File: config.mk
export PLATFORM = sky130hd
export DESIGN_NAME = timer_core
export DESIGN_NICKNAME = d
export VERILOG_FILES = /design/src/rtl/timer_pkg.sv /design/src/rtl/timer_prescaler.sv /design/src/rtl/timer_core.sv
export SDC_FILE = /design/constraint.sdc
export NUM_CORES = 1
export LEC_CHECK = 0
export BUFFER_PORTS_ARGS = -buffer_cell sky130_fd_sc_hd__buf_2
export CORE_AREA = 2 2 97 99
export DETAILED_ROUTE_END_ITERATION = 8
export DIE_AREA = 0 0 99 101
export PLACE_DENSITY = 0.95
export SLEW_MARGIN = 20
export SYNTH_ARGS = -nofsm -noshare
export SYNTH_HDL_FRONTEND = slang
export SYNTH_SLANG_ARGS = --single-unit
File: constraint.sdc
create_clock -name clk -period 4.4 [get_ports clk]
set_input_delay 0.66 -clock clk [delete_from_list [all_inputs] [get_ports clk]]
set_output_delay 0.66 -clock clk [all_outputs]
set_load 0.005 [all_outputs]
File: src/rtl/timer_pkg.sv
`default_nettype none
// +--------------------------------------------------------------------+
// | timer_pkg                                                          |
// | Register map, field positions and CTRL layout for timer_core.      |
// | Revision: 1.0                                                      |
// +--------------------------------------------------------------------+
package timer_pkg;

   localparam int unsigned c_num_regs = 4;

   localparam logic [1:0] c_reg_ctrl   = 2'd0;
   localparam logic [1:0] c_reg_load   = 2'd1;
   localparam logic [1:0] c_reg_count  = 2'd2;
   localparam logic [1:0] c_reg_status = 2'd3;

   localparam int unsigned c_ctrl_en_bit       = 0;
   localparam int unsigned c_ctrl_auto_bit     = 1;
   localparam int unsigned c_ctrl_ie_bit       = 2;
   localparam int unsigned c_ctrl_prescale_lsb = 8;
   localparam int unsigned c_prescale_field_w  = 24;

   localparam int unsigned c_status_exp_bit = 0;
   localparam int unsigned c_status_run_bit = 1;

   // Widest legal PRESCALE field; narrower instances zero-extend into it.
   typedef struct packed {
      logic [c_prescale_field_w-1:0] prescale;
      logic [4:0]                    rsvd;
      logic                          ie;
      logic                          auto_reload;
      logic                          en;
   } ctrl_t;

endpackage : timer_pkg
`default_nettype wire

File: src/rtl/timer_prescaler.sv
`default_nettype none
// +--------------------------------------------------------------------+
// | timer_prescaler                                                    |
// | Counts 0..prescale while enabled and flags a tick on the last step.|
// | Revision: 1.0                                                      |
// +--------------------------------------------------------------------+
module timer_prescaler #(
   parameter int PRESCALE_WIDTH = 8
) (
   input  logic                      clk,
   input  logic                      reset,
   input  logic                      enable,
   input  logic                      clear,
   input  logic [PRESCALE_WIDTH-1:0] prescale,
   output logic                      tick
);

   logic [PRESCALE_WIDTH-1:0] r_cnt;

   // >= rather than == so a PRESCALE lowered mid-run below the current
   // count wraps immediately instead of running through the full range.
   assign tick = enable && !clear && (r_cnt >= prescale);

   always_ff @(posedge clk or negedge reset) begin
      if (!reset) begin
         r_cnt <= '0;
      end else if (clear || !enable || tick) begin
         r_cnt <= '0;
      end else begin
         r_cnt <= r_cnt + 1'b1;
      end
   end

endmodule : timer_prescaler
`default_nettype wire

File: src/rtl/timer_core.sv
`default_nettype none
// +--------------------------------------------------------------------+
// | timer_core                                                         |
// | Down-counting timer with prescaler, auto-reload and level IRQ.     |
// | Revision: 1.0                                                      |
// +--------------------------------------------------------------------+
module timer_core #(
   parameter int REGS           = 4,
   parameter int PRESCALE_WIDTH = 8
) (
   input  logic                  clk,
   input  logic                  reset,
   input  logic [REGS-1:0]       write_en,
   input  logic [REGS-1:0]       read_en,
   input  logic [31:0]           data_in,
   output logic [REGS-1:0][31:0] data_out,
   output logic                  irq_out
);
   import timer_pkg::*;

   logic                      r_en;
   logic                      r_auto;
   logic                      r_ie;
   logic [PRESCALE_WIDTH-1:0] r_prescale;
   logic [31:0]               r_load;
   logic [31:0]               r_count;
   logic                      r_exp;

   logic  w_ctrl_wr;
   logic  w_start;
   logic  w_stop;
   logic  w_tick;
   logic  w_expire;
   logic  w_unused_bits;
   ctrl_t w_ctrl_rd;
   logic [31:0] w_status_rd;

   assign w_ctrl_wr = write_en[c_reg_ctrl];
   assign w_start   = w_ctrl_wr && data_in[c_ctrl_en_bit] && !r_en;
   assign w_stop    = w_ctrl_wr && !data_in[c_ctrl_en_bit];
   assign w_expire  = w_tick && (r_count <= 32'd1);

   // Reads are side-effect free and COUNT is read-only.
   assign w_unused_bits = ^{read_en, write_en[c_reg_count]};

   timer_prescaler #(
      .PRESCALE_WIDTH (PRESCALE_WIDTH)
   ) u_prescaler (
      .clk      (clk),
      .reset    (reset),
      .enable   (r_en),
      .clear    (w_start),
      .prescale (r_prescale),
      .tick     (w_tick)
   );

   always_ff @(posedge clk or negedge reset) begin
      if (!reset) begin
         r_en       <= 1'b0;
         r_auto     <= 1'b0;
         r_ie       <= 1'b0;
         r_prescale <= '0;
         r_load     <= '0;
         r_count    <= '0;
         r_exp      <= 1'b0;
      end else begin
         // A CTRL write overrides the one-shot self-stop in the same cycle.
         if (w_ctrl_wr) begin
            r_en       <= data_in[c_ctrl_en_bit];
            r_auto     <= data_in[c_ctrl_auto_bit];
            r_ie       <= data_in[c_ctrl_ie_bit];
            r_prescale <= data_in[c_ctrl_prescale_lsb +: PRESCALE_WIDTH];
         end else if (w_expire && !r_auto) begin
            r_en <= 1'b0;
         end

         if (write_en[c_reg_load]) begin
            r_load <= data_in;
         end

         if (w_start) begin
            r_count <= r_load;
         end else if (w_tick && !w_stop) begin
            if (!w_expire) begin
               r_count <= r_count - 32'd1;
            end else if (r_auto) begin
               r_count <= r_load;
            end else begin
               r_count <= '0;
            end
         end

         // Expiry takes priority over a simultaneous write-1-to-clear.
         if (w_expire) begin
            r_exp <= 1'b1;
         end else if (write_en[c_reg_status] && data_in[c_status_exp_bit]) begin
            r_exp <= 1'b0;
         end
      end
   end

   always_comb begin
      w_ctrl_rd             = '0;
      w_ctrl_rd.en          = r_en;
      w_ctrl_rd.auto_reload = r_auto;
      w_ctrl_rd.ie          = r_ie;
      w_ctrl_rd.prescale    = c_prescale_field_w'(r_prescale);

      w_status_rd                   = '0;
      w_status_rd[c_status_exp_bit] = r_exp;
      w_status_rd[c_status_run_bit] = r_en;

      data_out               = '0;
      data_out[c_reg_ctrl]   = w_ctrl_rd;
      data_out[c_reg_load]   = r_load;
      data_out[c_reg_count]  = r_count;
      data_out[c_reg_status] = w_status_rd;
   end

   assign irq_out = r_exp && r_ie;

endmodule : timer_core
`default_nettype wire

==> impl_metrics.toml <==
[run_status]
status = "finished, final reports clean"

[setup_path]
slowest_stage = "or4_4"
critPathLaunchType = "register"
reg2reg_slack_ps = 1380
crit_fanout = 30
setup.worst_path.end_class = "register"
crit_chain = "or4_4 > nor4_1 > and3_1 > a31o_2 > nor2_1 > buf_4 > a222oi_1 > inv_1"
crit_buf_inv = 2
r2r_end = "r_count[3]"
crit_arrival_ps = 3260
cp_top_family = "simple AND/OR/NAND/NOR gates"
worst-setup-path-type = "reg2reg"
timing.rr.start = "r_count[6]"
slowest_delay_ps = 560
reg2regPathDepth = 8
worstPathRequired_ps = 4640

[pwr]
p_total_w = 0.002251
power_frac_seq_pct = 47.8
combPwrFrac_pct = 22.7
swShare_pct = 31.85
p_leak_nw = 2.525
p_int_w = 0.001534
p_per_area_nw_per_um2 = 421.9
p_switching_w = 0.0007170
clkPwrFrac_pct = 29.5
ir_worst_vdd_v = 0.0002421

[final_layout]
final_nets = 641
syn2layout_area_growth_pct = 13.79
post_route_cells_drive_above_1_share_pct = 30.57
n_antenna_cell = 0

[clock_tree]
cts_tree = "done"
cts_buffer_depth = 2
clk_pin_slew_worst_paths_ps = 80
clk_latency_ps = 360
cts_buffers = 9
cts_resized = 0
cts.sinks = 84
cts-root-buf = "clkbuf_8"
htree_levels = 3
postCtsSetupBuffers = 0
postCtsHoldBufs = 0

[grt]
grt_max_degree = 85
grt_pass1_vias = 3832
antenna_found_initial = 0
grt_overflow = 0
grt_use_total_pct = 23.22
grt_pass1_wl_um = 18550

[die]
die_w_um = 99
ios = 171
dieArea_um2 = 9999
row_count = 35
core-area_um2 = 8977
initial_core_util_pct = 52.24
die_y_um = 101

[synth]
yosys_most_used_dff = "dfrtp_1"
syn_area_um2 = 4689
synth_edf_count = 0
synth_top_area_share_pct = 44.82
synth_seq_area_share_pct = 44.82
synth_top_area_cell = "dfrtp_1"
ys_warn_count = 0
synthCells = 483
ys_types = 58
ys_seq_elements = 84
avgSynthCellArea_um2 = 9.709
synth.area.top_cells = "dfrtp_1, buf_4, mux2_2"
synthArstFlopShare_pct = 100.0

[detailed_routing]
final_antenna_net_count = 0
drt-initial-drc-count = 464
via_per_inst = 5.619
wl_per_cell_um = 16.38
routed_wirelength_um = 11520
num_vias = 3950
drc = 0
dr.pass1.iters = 6

[sta]
hold_viol_final = 0
fmaxAchievable_mhz = 331.1
fin_skew_ps = 9.262
setup-violations-final = 0
fin_crit_sh_pct = 68.64
whs_ps = 329.2
finalCriticalPeriod_ps = 3020
rsz0062_at_grt = "no"
maxSlewHeadroom_pct = 37.65
maxSlewViolCount = 0
tns_ps = 0
worstMarginPinSlew_ps = 926.7

[placement]
hpwl_um = 8243
port_buffers = 114
place_congestion = 0.9221

[hold_path]
hold_class = "in2async"

[flow_run]
cap_viol_max_count = 0
area by class of cell:
cell class                      instances  area [um^2]
Fill cell                             759         3641
Multi-Input combinational cell        358         2187
Sequential cell                        84         2102
Timing Repair Buffer                  118        606.8
Tap cell                              111        138.9
Clock buffer                           10        137.6
Clock inverter                          5        100.1
Inverter                               17        63.81
per-stage QoR:
step	instance area, um^2	std cells	setup WS [ps]	utilization, %
floorplan	4877	533	1988	-
global placement	5095	688	1548	56.75
detailed placement	5095	688	1437	56.75
CTS	5333	703	1411	59.40
global route	5336	703	1167	59.44
finish	5336	703	1380	59.44
power by group through the flow:
stage                     sequential [W]  combinational, W  clock [W]
final                            0.00108          0.000510   0.000664
after global routing             0.00110          0.000572   0.000700
after CTS                        0.00107          0.000514   0.000673
after detailed placement         0.00109          0.000508          0
after global placement           0.00107          0.000494          0
after floorplan                  0.00107          0.000296          0
cells in the final DEF, fill, tap and decap left out, drive strengths merged, types with 6 or more instances in the layout:
master,n
buf,118
dfrtp,84
nand2,57
conb,51
o21ai,37
mux2,35
nor2,28
nand3,25
a21oi,19
inv,17
nor3,15
ha,11
clkbuf,10
nor4,7
o211ai,6
a221o,6
flip-flops by register name (all words and copies together) (netlist names):
register / cells
r_prescale: 8
u_prescaler.r_cnt: 8
r_ie: 1
r_count: 32
r_load: 32
r_en: 1
r_auto: 1
r_exp: 1
worst max path at each step:
stage	startpoint	to	cells past startpoint
2_1_floorplan	u_prescaler.r_cnt[0]	r_count[18]	10
3_3_place_gp	r_count[6]	r_count[3]	8
3_5_place_dp	r_count[6]	r_count[3]	8
4_1_cts	r_count[6]	r_count[3]	8
5_1_grt	u_prescaler.r_cnt[0]	r_count[2]	10
6_report	r_count[6]	r_count[3]	8
worst reg2reg max path, stage by stage (launching register included):
cell and delay, ps:
dfrtp_1 450, or4_4 560, nor4_1 290, and3_1 270, a31o_2 560, nor2_1 150, buf_4 250, a222oi_1 320
inv_1 70
layer usage:
| metal | vias to the layer above | global-route usage (%) | part of all wire [%] |
|---|---|---|---|
| li1 | 1814 | - | - |
| met1 | 1901 | 29.26 | 39 |
| met2 | 204 | 38.67 | 50 |
| met3 | 31 | 5.340 | 8.2 |
| met4 | 0 | 9.694 | 2.5 |
| met5 | - | 0 | 0 |
cells by family after synthesis:
group,after synthesis,share of synthesized area [%]
other cells,1,0.07997
buf+inv,91,12.62
xor+xnor,7,1.307
fa+ha+maj,11,2.935
simple gates,162,17.32
flops,84,44.82
compound gates,92,12.51
mux,35,8.405
synthesized netlist by cell type, types with 6 or more instances:
library cell / n
dfrtp_1: 84
buf_4: 58
nand2_1: 56
o21ai_0: 36
mux2_2: 35
nor2_1: 28
nand3_1: 24
a21oi_1: 19
inv_1: 17
nor3_1: 15
ha_1: 11
clkbuf_1: 6
nor4_1: 6
o211ai_1: 6
Power figures use the tool's default switching activity.
